==> config.mk <==
export PLATFORM = sky130hd
export DESIGN_NAME = alu_arbiter
export DESIGN_NICKNAME = d
export VERILOG_FILES = /design/src/rtl/alu_arb_pkg.sv /design/src/rtl/alu_arb_rr.sv /design/src/rtl/alu_arbiter.sv
export SDC_FILE = /design/constraint.sdc
export NUM_CORES = 1
export LEC_CHECK = 0
export ABC_AREA = 1
export CORE_AREA = 2 2 107 109
export CTS_CLUSTER_DIAMETER = 200
export CTS_CLUSTER_SIZE = 10
export DETAILED_ROUTE_END_ITERATION = 12
export DIE_AREA = 0 0 109 111
export DONT_BUFFER_PORTS = 1
export HOLD_SLACK_MARGIN = 0.02
export REMOVE_ABC_BUFFERS = 1
export SLEW_MARGIN = 20
export SYNTH_ARGS = -nofsm -noshare
export SYNTH_HDL_FRONTEND = slang
export SYNTH_SLANG_ARGS = --single-unit
==> constraint.sdc <==
create_clock -name clk -period 1.54 [get_ports clk]
set_input_delay 0.231 -clock clk [delete_from_list [all_inputs] [get_ports clk]]
set_output_delay 0.231 -clock clk [all_outputs]
set_load 0.03 [all_outputs]
==> src/rtl/alu_arb_pkg.sv <==
// Shared types and ALU control encodings for the alu_arbiter block.
package alu_arb_pkg;

    typedef enum logic [1:0] {
        ST_IDLE = 2'd0,
        ST_EXEC = 2'd1,
        ST_RESP = 2'd2
    } state_t;

    // Index of the requester that owns the ALU (0 or 1).
    typedef logic grant_t;

    localparam logic [2:0] ALU_ADD = 3'b000;
    localparam logic [2:0] ALU_SUB = 3'b001;
    localparam logic [2:0] ALU_AND = 3'b010;
    localparam logic [2:0] ALU_OR  = 3'b011;
    localparam logic [2:0] ALU_SLT = 3'b101;

endpackage

==> src/rtl/alu_arb_rr.sv <==
// Two-port round-robin grant generator: a lone valid port wins, a tie goes to
// the pointer, and the pointer flips to the other port after every grant.
module alu_arb_rr
    import alu_arb_pkg::*;
(
    input  logic       clk,
    input  logic       rst,
    input  logic [1:0] valid,
    input  logic       advance,
    output grant_t     grant
);

    grant_t ptr;

    // NOTE: every output of an always_comb gets a default first, so no path
    // leaves it unassigned and no latch is inferred.
    always_comb begin
        grant = ptr;
        if (valid == 2'b01) begin
            grant = 1'b0;
        end else if (valid == 2'b10) begin
            grant = 1'b1;
        end
    end

    // NOTE: clocked state uses non-blocking assignments only, so every flop
    // samples the pre-edge values regardless of statement order.
    always_ff @(posedge clk) begin
        if (rst) begin
            ptr <= 1'b0;
        end else if (advance) begin
            ptr <= ~grant;
        end
    end

endmodule

==> src/rtl/alu_arbiter.sv <==
// Shares one combinational ALU between two valid/ready requesters.
// Define ALU_ARB_FIXED_PRIO_EN for fixed priority (port 0 wins); default is round-robin.
module alu_arbiter
    import alu_arb_pkg::*;
#(
    parameter int WIDTH  = 32,
    parameter int CTRL_W = 3
) (
    input  logic              clk,
    input  logic              rst,

    input  logic              req0_valid,
    output logic              req0_ready,
    input  logic [WIDTH-1:0]  req0_op1,
    input  logic [WIDTH-1:0]  req0_op2,
    input  logic [CTRL_W-1:0] req0_ctrl,

    input  logic              req1_valid,
    output logic              req1_ready,
    input  logic [WIDTH-1:0]  req1_op1,
    input  logic [WIDTH-1:0]  req1_op2,
    input  logic [CTRL_W-1:0] req1_ctrl,

    output logic              rsp0_valid,
    input  logic              rsp0_ready,
    output logic              rsp1_valid,
    input  logic              rsp1_ready,
    output logic [WIDTH-1:0]  rsp_result,
    output logic              rsp_eq,

    output logic [WIDTH-1:0]  alu_op1,
    output logic [WIDTH-1:0]  alu_op2,
    output logic [CTRL_W-1:0] alu_ctrl,
    input  logic [WIDTH-1:0]  alu_result,
    input  logic              alu_eq
);

    state_t            state;
    grant_t            gnt_idx;
    grant_t            arb_idx;
    logic [WIDTH-1:0]  op1_q;
    logic [WIDTH-1:0]  op2_q;
    logic [CTRL_W-1:0] ctrl_q;
    logic [WIDTH-1:0]  result_q;
    logic              eq_q;
    logic              accept;
    logic              rsp_take;

`ifdef ALU_ARB_FIXED_PRIO_EN
    assign arb_idx = grant_t'(!req0_valid && req1_valid);
`else
    alu_arb_rr u_rr (
        .clk     (clk),
        .rst     (rst),
        .valid   ({req1_valid, req0_valid}),
        .advance (accept),
        .grant   (arb_idx)
    );
`endif

    // Ready is gated by rst so a requester never sees a handshake the
    // synchronous reset is about to discard.
    always_comb begin
        req0_ready = 1'b0;
        req1_ready = 1'b0;
        if (state == ST_IDLE && !rst) begin
            req0_ready = req0_valid && (arb_idx == 1'b0);
            req1_ready = req1_valid && (arb_idx == 1'b1);
        end
    end

    assign accept     = req0_ready || req1_ready;
    assign rsp0_valid = (state == ST_RESP) && (gnt_idx == 1'b0);
    assign rsp1_valid = (state == ST_RESP) && (gnt_idx == 1'b1);
    assign rsp_take   = (rsp0_valid && rsp0_ready) || (rsp1_valid && rsp1_ready);

    assign alu_op1    = op1_q;
    assign alu_op2    = op2_q;
    assign alu_ctrl   = ctrl_q;
    assign rsp_result = result_q;
    assign rsp_eq     = eq_q;

    always_ff @(posedge clk) begin
        if (rst) begin
            state    <= ST_IDLE;
            gnt_idx  <= 1'b0;
            op1_q    <= '0;
            op2_q    <= '0;
            ctrl_q   <= '0;
            result_q <= '0;
            eq_q     <= 1'b0;
        end else begin
            case (state)
                ST_IDLE: begin
                    if (accept) begin
                        gnt_idx <= arb_idx;
                        op1_q   <= arb_idx ? req1_op1  : req0_op1;
                        op2_q   <= arb_idx ? req1_op2  : req0_op2;
                        ctrl_q  <= arb_idx ? req1_ctrl : req0_ctrl;
                        state   <= ST_EXEC;
                    end
                end
                ST_EXEC: begin
                    result_q <= alu_result;
                    eq_q     <= alu_eq;
                    state    <= ST_RESP;
                end
                ST_RESP: begin
                    if (rsp_take) begin
                        state <= ST_IDLE;
                    end
                end
                default: state <= ST_IDLE;
            endcase
        end
    end

endmodule

* Yosys cells after proc, flatten, opt, wreduce, memory -nomap -nowiden
Cells that the tools add are included.
** Storage, ports and cells
- Bits in registers :: 104
- Latch bits :: 0
- Bits in writable memories :: 0
- Memory bits (read-only) :: 0
- Bits of input ports :: 173
- Output and inout port bits :: 104
- Logic and storage cells :: 39
- Memories kept :: 0
** Cells by class
- Add/sub/neg operators :: 0
- $mul :: 0
- Divide/modulo/power cells :: 0
- Order comparisons :: 0
- Eq/ne operators :: 6
- Shift-type cells :: 0
- Mux-type cells :: 10
- Bitwise gates (word level) :: 2
- Reduce and logical (&&, ||, !) cells :: 13
** Operator list (count)
- $mux 32 :: 2
- $logic_and 1x1->1 :: 7
- $pmux 2 s3 :: 1
- $eq 2x1->1 const B :: 2
- $eq 2x2->1 const B :: 2
- $mux 1 :: 4
- $mux 2 :: 2
- $ne 2x2->1 const B :: 2
- $reduce_and 2->1 :: 2
- $mux 3 :: 1
- $logic_not 2->1 :: 1
- $logic_or 1x1->1 :: 2
- $not 1->1 :: 2
- $logic_not 1->1 :: 1

* Longest topological paths before layout
- Depth in word-level cells :: 9
- Gate-level depth with buffers :: 10

* Modules after synthesis
Synthesis repeated with hierarchy kept, for this count alone.
** Unflattened totals
- Cell total of the unflattened synthesis :: 757
- Area total of the unflattened synthesis :: 4939.7 µm²
** By module, submodules not included
- alu_arbiter :: times used 1, cells each 745, area an instance 4873.4 µm², seq. area each 2062.0 µm²
- alu_arb_rr :: times used 1, cells each 12, area an instance 66.3 µm², seq. area each 20.0 µm²

* Least setup slack after synthesis
No wires, ideal clock.
- Path type :: reg2reg
- Start point :: register state[1]
- End point :: register state[1]
- Arrival :: 1430 ps
- Required time :: 1482 ps
- Setup slack :: 53 ps
- Stages on the path, launching flop included :: 7
- Clock period less this slack :: 1487 ps
- Cell sequence :: dfxtp_1 -> inv_1 -> nor3_1 -> nand2_1 -> o21ai_0 -> o21ai_0 -> inv_1
** On the way
- Longest elaborated chain between the ends :: 6
- Elaborated cells on any way between the ends :: 16
- Classes of those cells :: eq/ne: 4; mux: 3; reduce/logical: 9
** Ends and longest elaborated chain
- start, declared :: line alu_arbiter.sv:38 : state_t state;
- start signal, assigned :: line alu_arbiter.sv:85 : state <= ST_IDLE;
- start signal, assigned :: line alu_arbiter.sv:100 : state <= ST_EXEC;
- start signal, assigned :: line alu_arbiter.sv:106 : state <= ST_RESP;
- $eq 2x2->1 :: line alu_arbiter.sv:73 : assign rsp0_valid = (state == ST_RESP) && (gnt_idx == 1'b0);
- $logic_and 1x1->1 :: line alu_arbiter.sv:73
- net rsp0_valid :: line alu_arbiter.sv:24 : output logic rsp0_valid,
- $logic_and 1x1->1 :: line alu_arbiter.sv:75 : assign rsp_take = (rsp0_valid && rsp0_ready) || (rsp1_valid && rsp1_ready);
- $logic_or 1x1->1 :: line alu_arbiter.sv:75
- $ne 2x2->1 (no source line)
- $reduce_and 2->1 (no source line)
The timed path passes the listed nets, and every way through them passes these cells.
A chain may end at the register's enable or synchronous reset.

* Worst setup path in the final report
- Start point :: register u_rr.ptr
- End point :: output req1_ready
** On the way
- Longest elaborated chain between the ends :: 4
** Ends and longest elaborated chain
- start, declared :: line alu_arb_rr.sv:13 : grant_t ptr;
- start signal, assigned :: line alu_arb_rr.sv:32 : ptr <= ~grant;
- $mux 1 :: line alu_arb_rr.sv:21 : end else if (valid == 2'b10) begin
- $mux 1 :: line alu_arb_rr.sv:19 : if (valid == 2'b01) begin
- $logic_and 1x1->1 :: line alu_arbiter.sv:68 : req1_ready = req1_valid && (arb_idx == 1'b1);
- $mux 1 :: line alu_arbiter.sv:66 : if (state == ST_IDLE && !rst) begin
- end, declared :: line alu_arbiter.sv:19 : output logic req1_ready,
Every way passes these cells.

==> metrics.yaml <==
io_buffers: 0
period_minus_slack_ps: 1480
antenna_found_initial: 0
vias: 4412
ir_worst_vdd_uv: 644
worst_slew_pin_slew_ps: 438
clockRootBuffer: "clkbuf_16"
grt_pass1_wl_mm: 20.2
first_iter_violations: 302
critPathKind: "reg2out"
violations: "negative hold slack"
p_per_area_mw_per_mm2: 1380
ios: 277
wl_met1_mm: 5.01
setup_viol: 0
critPathMaxFanout: 3
cap_violations: 0
wl_met3_mm: 1.43
cts_buffers: 9
syn_avg_cell_area_um2: 6.73
worstHoldPathType: "in2reg"
ys_ff_latch: 104
firstDrtPassIters: 4
layout_commonest_cell: "nand2_1"
wl_per_cell_um: 15.9
p_leak_nw: 2.17
die_x_um: 109
grt_max_degree: 72
slew_headroom_pct: 70.8
ant_nets: 0
rsz0062_at_grt: "yes"
nets: 841
via_per_inst: 5.41
drive_gt1_share_pct: 6.84
clk_latency_ps: 340
whs_ps: -40.9
rows: 39
outcome: "complete, but fails checks"
dieArea_mm2: 0.0121
grt_pass1_vias: 4187
yosysTopAreaCell: "dfxtp_1"
slew_violations: 0
ys_seq_area_share_pct: 44.3
final_cells: 816
htree_levels: 3
track_usage_pct: 21.1
routabilityCongestion: 0.791
routed.top_layer: "met4"
die_h_um: 111
required_ps: 1310
finClkSkew_ps: 5.88
ys_top_cells_by_area: "dfxtp_1, nand2_1, nand3_1"
hold_viol_final: 25
final_cell_mix: "nand2_1, nand3_1, dfxtp_1"
startpoint_type: "register"
grt_overflow: 0
syn_inst: 698
wirelength_mm: 13.0
post-place-cells: 799
start_util_pct: 42.4
synth_area_mm2: 0.00470
cts.sinks: 104
yosys.area.top_type_share_pct: 44.3
cts_tree: "done"
crit_arrival_ps: 1250
end_kind: "output port"
drc: 0
yosys_warnings: 0
core_mm2: 0.0111
fmax_ghz: 0.677
fillers: 1143
area_growth_pct: 8.86
fin_crit_sh_pct: 95.9
n_antenna_cell: 0
clk_pin_slew_ps: 70
final_core_util_pct: 46.2
synthDistinctLibCells: 19
dp.final_hpwl_mm: 9.00
clockBufferDepth: 2
wl_met2_mm: 6.15
==> registers in the layout (all words and copies together) (netlist names) <==
signal	cells
gnt_idx	1
rsp_result	32
rsp_eq	1
alu_op1	32
alu_ctrl	3
alu_op2	32
u_rr.ptr	1
state	2
==> synthesized netlist by cell type <==
cell	count
nand2_1	205
nand3_1	134
dfxtp_1	104
a21oi_1	69
nor2_1	69
o21ai_0	35
buf_2	28
clkbuf_1	22
inv_1	11
buf_1	6
nand2_2	4
buf_4	2
nand2_4	2
o21ai_1	2
buf_6	1
clkinv_1	1
inv_2	1
nor3_1	1
nor3_4	1
==> final timing paths <==
| path | cells after the start | startpoint | slack, ps | endpoint |
|---|---|---|---|---|
| worst min register to register | 2 | u_rr.ptr | 510 | u_rr.ptr |
| worst max-delay path | 5 | u_rr.ptr | 60 | req1_ready |
| worst max register to register | 7 | u_rr.ptr | 120 | alu_op2[24] |
| worst min-delay path | 1 | rst | -40 | alu_op1[12] |
==> power by group <==
part           leakage (nW)  internal (mW)  switching, mW
registers             0.852           2.97          0.744
clock network         0.141           1.18          0.975
logic                  1.18          0.446          0.764
total                  2.17           4.60           2.48
==> through the flow <==
stage	hold slack [ps]	power, mW	setup TNS, ps	instance area, µm²	setup slack (ps)
finish	-40.9	7.08	0	5120	63.9
floorplan	300	4.56	-55880	4430	-623
CTS	-54.6	7.17	0	5110	6.76
detailed placement	309	4.99	0	4810	188
global placement	306	4.95	0	4810	245
global route	-54.6	7.50	-4.56	5120	-4.56
==> cell type report <==
type                    count  area, µm²  area share, %
multi-input cells         522       2300           45.0
flip-flops and latches    104       2080           40.7
clock buffers              11        253           4.94
repair buffers             18        218           4.25
well taps                 143        179           3.50
inverters                  13       48.8          0.954
clock inverters             5       31.3          0.611
==> cells by family (layout without fill, tap and decap cells) <==
kind of cell / Yosys count / after routing / synth area share, %
AO/OA/AOI/OAI: 106 / 106 / 11.3
buffers and inverters: 72 / 47 / 6.81
flip-flops: 104 / 104 / 44.3
AND/OR/NAND/NOR: 416 / 416 / 37.6
==> metal layers <==
layer | vias up | global-route usage (%)
met5 | - | 0
met4 | 0 | 10.4
met3 | 28 | 7.47
li1 | 2223 | -
met1 | 1969 | 23.0
met2 | 192 | 35.8
==> critical path, cell delays in order (launching register included) <==
cell and delay [ps]:
dfxtp_1 360, inv_1 80, a21oi_1 180, nand2_2 70
inv_1 90, buf_6 140
==> timing repair <==
action,in CTS,in global routing
gates resized for setup,2,4
pin swaps,2,1
setup endpoints to repair,2,8
hold endpoints to repair,67,67
setup buffers,1,0
No activity file was read; power rests on OpenSTA's default activity.
